### src/rtl/apu_frame_sequencer.sv
// APU frame sequencer: $4017 mode/inhibit register, 4/5-step divider,
// quarter/half-frame clock pulses and the frame IRQ flag.
module apu_frame_sequencer #(
  parameter int unsigned STEP1       = 7457,
  parameter int unsigned STEP2       = 14913,
  parameter int unsigned STEP3       = 22371,
  parameter int unsigned STEP4       = 29829,
  parameter int unsigned STEP5       = 37281,
  parameter int unsigned WRITE_DELAY = 3,
  parameter int unsigned CNT_W       = 16
) (
  input  logic       clk,
  input  logic       reset_n,
  input  logic       wr_en,
  input  logic [7:0] wr_data,
  input  logic       irq_ack,
  output logic       quarter_frame,
  output logic       half_frame,
  output logic       frame_irq,
  output logic       mode
);

  localparam logic [CNT_W-1:0] S1 = CNT_W'(STEP1);
  localparam logic [CNT_W-1:0] S2 = CNT_W'(STEP2);
  localparam logic [CNT_W-1:0] S3 = CNT_W'(STEP3);
  localparam logic [CNT_W-1:0] S4 = CNT_W'(STEP4);
  localparam logic [CNT_W-1:0] S5 = CNT_W'(STEP5);
  localparam logic [2:0]       WD = 3'(WRITE_DELAY);

  logic [CNT_W-1:0] cnt;
  logic [CNT_W-1:0] cnt_nxt;
  logic [2:0]       pend;
  logic             inhibit;
  logic             eff_mode;
  logic             eff_inh;
  logic             restart;
  logic             wrap;
  logic             q_nxt;
  logic             h_nxt;
  logic             irq_set;

  // Decode runs against the mode that will be in force next cycle, so a
  // write takes effect on the sequence from its own edge onward.
  always_comb begin
    eff_mode = wr_en ? wr_data[7] : mode;
    eff_inh  = wr_en ? wr_data[6] : inhibit;
    restart  = !wr_en && (pend == 3'd1);
    // >= keeps a 5-to-4-step switch past STEP4 from running to counter overflow
    wrap     = eff_mode ? (cnt >= S5) : (cnt >= S4);
    cnt_nxt  = (restart || wrap) ? '0 : cnt + CNT_W'(1);
    q_nxt    = (cnt_nxt == S1) || (cnt_nxt == S2) || (cnt_nxt == S3) ||
               (eff_mode ? (cnt_nxt == S5) : (cnt_nxt == S4)) ||
               (restart && eff_mode);
    h_nxt    = (cnt_nxt == S2) ||
               (eff_mode ? (cnt_nxt == S5) : (cnt_nxt == S4)) ||
               (restart && eff_mode);
    irq_set  = (cnt == S4) && !eff_mode && !eff_inh;
  end

  always_ff @(posedge clk or negedge reset_n) begin
    if (!reset_n) begin
      cnt           <= '0;
      pend          <= '0;
      mode          <= 1'b0;
      inhibit       <= 1'b0;
      quarter_frame <= 1'b0;
      half_frame    <= 1'b0;
      frame_irq     <= 1'b0;
    end else begin
      cnt           <= cnt_nxt;
      mode          <= eff_mode;
      inhibit       <= eff_inh;
      quarter_frame <= q_nxt;
      half_frame    <= h_nxt;
      if (wr_en)
        pend <= WD;
      else if (pend != 3'd0)
        pend <= pend - 3'd1;
      // Inhibit clear beats a set; a set beats an ack.
      if (wr_en && wr_data[6])
        frame_irq <= 1'b0;
      else if (irq_set)
        frame_irq <= 1'b1;
      else if (irq_ack)
        frame_irq <= 1'b0;
    end
  end

endmodule

### config.mk
export PLATFORM = sky130hd
export DESIGN_NAME = apu_frame_sequencer
export DESIGN_NICKNAME = d
export VERILOG_FILES = /design/src/rtl/apu_frame_sequencer.sv
export SDC_FILE = /design/constraint.sdc
export NUM_CORES = 1
export LEC_CHECK = 0
export CORE_ASPECT_RATIO = 1.75
export CORE_MARGIN = 4
export CORE_UTILIZATION = 40
export CTS_BUF_LIST = sky130_fd_sc_hd__clkbuf_4
export CTS_CLUSTER_DIAMETER = 150
export DETAILED_ROUTE_END_ITERATION = 8
export RECOVER_POWER = 25
export SETUP_SLACK_MARGIN = 0.05
export SLEW_MARGIN = 20
export SYNTH_ARGS = -nofsm -noshare
export SYNTH_HDL_FRONTEND = slang
export SYNTH_SLANG_ARGS = --single-unit
### constraint.sdc
create_clock -name clk -period 1.9 [get_ports clk]
set_input_delay 0.38 -clock clk [delete_from_list [all_inputs] [get_ports clk]]
set_output_delay 0.38 -clock clk [all_outputs]
set_load 0.03 [all_outputs]
==> flow_summary.toml <==
[final_layout]
final_common_cell = "buf_4"
final_cell_mix = "49 x buf_4, 23 x nor2_1, 18 x dfrtp_1"
seqCellArea_um2 = 608
fillers = 310
syn2layout_area_growth_pct = 46.5
finalNetCount = 260
diodes = 0
drive_gt1_frac = 0.440
multi_input_area_um2 = 1140
stdcell_area_um2 = 2430

[routing]
viasPerCell = 5.73
first_pass_iters = 4
drc = 0
wl_met3_um = 150
drt-total-wl_um = 5020
wl_per_cell_um = 17.4
dr_wl_met2_um = 2730
dr.max_layer_used = "met4"
drt_iter0_markers = 48
wl_met1_um = 1820
drtAntennaViolNets = 0
num_vias = 1655

[sta]
max_freq_mhz = 483
min_period_ps = 2070
whs_ps = 476
finalSetupTns_ps = -312
fin_skew_ps = 5.92
fin_ws_ps = -172
finalHoldViolCount = 0
slew_violations = 0
worst_slew_pin_slew_ps = 640
slew-limit-headroom = 0.573
rsz0062_at_grt = "yes"
setup_viol = 2
fin_crit_sh = 1.09

[yosys]
yosys_warnings = 0
syn_area_um2 = 1660
synthArstFlopShare = 1.00
synth_top_area_share = 0.361
synth_seq_area_share = 0.361
synth_top_area_cell = "dfrtp_1"
syn_inst = 183
netlist-cell-type-count = 49
syn_nets = 201
avgSynthCellArea_um2 = 9.08
synthFlopType = "dfrtp_1"
synth-edff-count = 0
yosys-top-cells-area = "dfrtp_1 36%, nor2_1 5.4%, ha_1 4.5%"
ys_ff_latch = 24

[clock_network]
numCtsBuffers = 3
cts.sinks = 24
cts-root-buf = "clkbuf_4"
clockBufferDepth = 2
cts-htree-levels = 1
cts_tree = "done"
cts_hold_buffers = 0
clk_latency_ps = 320
clk_pin_slew_worst_paths_ps = 140

[placed_design]
place_ws_ps = -303
io_buffers = 9
dpl-instance-area_um2 = 2040
hpwl_um = 3270
gp_congestion = 0.904

[global_routing]
grt_pass1_wl_um = 7680
grt_pass1_vias = 1658
grt_max_degree = 25
grt_usage = 0.184
grt-ovfl-total = 0
antenna_found_initial = 0

[worst_setup_path]
critical_path_class = "flop to flop"
critPathBufInv = 1
cp-startpoint = "cnt[1]$_DFF_PN0_"
critical_path.max_stage_delay_ps = 460
slowest_stage = "dfrtp_2"
critPathLaunchType = "flop"
path_common_cell = "nand3_1"
critical-path-top-delay-family = "simple AND/OR/NAND/NOR gates"
crit_chain = "ha_4 -> nand3_4 -> nor4_4 -> xnor2_2 -> nor3b_2 -> buf_4 -> a32o_1 -> nand3_1 -> nand3_1"
rr_worst_depth = 9
critPathCaptureType = "flop"
reg2reg_to = "quarter_frame$_DFF_PN0_"
rr_startpoint = "cnt[1]$_DFF_PN0_"
rrSetupSlack_ps = -170
cp.arrival_ps = 2340
worstSetupEndpoint = "quarter_frame$_DFF_PN0_"
path_max_fanout = 6
cp.depth = 9
cp.required_ps = 2160

[pwr]
p_seq_frac = 0.419
p_int_uw = 970
finalPower_uw = 1510
switching_share = 0.358
p_sw_uw = 541
p_per_area_nw_per_um2 = 621
clock_power_share = 0.159
comb_power_share = 0.422
peakVddDrop_mv = 0.410
p_leak_uw = 0.00109

[floorplanning]
ios = 16
die_h_um = 93.3
die_width_um = 56.7
fp.dieArea_um2 = 5290
core_um2 = 3940
num_rows = 30
initial_core_util = 0.422

[outcome]
status = "finished, violations left"
failed_checks = "setup timing"

[job]
cap_viol_max_count = 0

[worst_hold_path]
worst_hold_path_type = "input pin to flop"
hold_path_depth = 3
## power by group through the flow
stage	sequential [uW]	clock, uW	combinational, uW
global placement	634	0	438
detailed placement	636	0	453
floorplan	620	0	296
finish	633	240	638
CTS	632	246	580
global route	639	259	698
## cell type report
cell class,count,share of cell area
Multi-Input combinational cell,137,0.470
Sequential cell,24,0.250
Tap cell,48,0.0247
Timing Repair Buffer,65,0.227
Clock inverter,1,0.00154
Clock buffer,3,0.00925
Inverter,11,0.0180
## how the worst min path moves through the flow
stage               slack, ps                  start                     to
finish                    480                  wr_en    pend[2]$_DFFE_PN0P_
global route              490                  wr_en    pend[2]$_DFFE_PN0P_
CTS                       420                reset_n      cnt[11]$_DFF_PN0_
detailed placement        530  frame_irq$_DFFE_PN0P_  frame_irq$_DFFE_PN0P_
global placement          500  frame_irq$_DFFE_PN0P_  frame_irq$_DFFE_PN0P_
floorplan                  80                reset_n       cnt[0]$_DFF_PN0_
## per-layer routing
metal | global-route usage | vias to the layer above
met4 | 0.0931 | 0
met3 | 0.0249 | 24
met1 | 0.190 | 827
met2 | 0.350 | 44
li1 | - | 760
met5 | 0 | -
## stage by stage
step	util	cells
final	0.618	289
after global routing	0.618	289
after CTS	0.585	284
after detailed placement	0.517	270
after global placement	0.517	270
after floorplan	-	183
## repair_timing
| item | CTS | global route |
|---|---|---|
| endpoints found under the setup margin | 14 | 16 |
| endpoints found under the hold margin | 0 | 0 |
| resized for setup | 39 | 17 |
| pin swaps | 20 | 7 |
| setup buffers | 10 | 4 |
| gates cloned | 0 | 1 |
## worst register-to-register path, cell delays in order, from the launching register on
cell	delay [ps]
dfrtp_2	460
ha_4	170
nand3_4	120
nor4_4	330
xnor2_2	200
nor3b_2	270
buf_4	140
a32o_1	130
nand3_1	90
nand3_1	100
## flip-flops by register name (all words and copies together) (netlist names)
name           flops
cnt               16
frame_irq          1
half_frame         1
inhibit            1
mode               1
pend               3
quarter_frame      1
## cells by family after synthesis
logic type	after synthesis	share of synthesized area
XOR/XNOR	14	0.0738
buffers and inverters	22	0.0821
flip-flops	24	0.361
adder cells (fa/ha/maj)	6	0.0452
AND/OR/NAND/NOR	89	0.325
multiplexers	3	0.0181
AO/OA/AOI/OAI	25	0.0949
## cell usage after synthesis (all sizes together), types with 2 or more instances
cell type and n:
dfrtp 24, nor2 24, nand3 12, inv 11, nor4 11, o21ai 10, buf 8, xnor2 7
xor2 7, and3 6, ha 6, nand2 6, nand4 6, a21oi 5, nor2b 5, clkbuf 3
mux2i 3, nand2b 3, nor3 3, or2 3, a31oi 2, and2 2, and4 2, nor3b 2
Power figures use the tool's default switching activity.
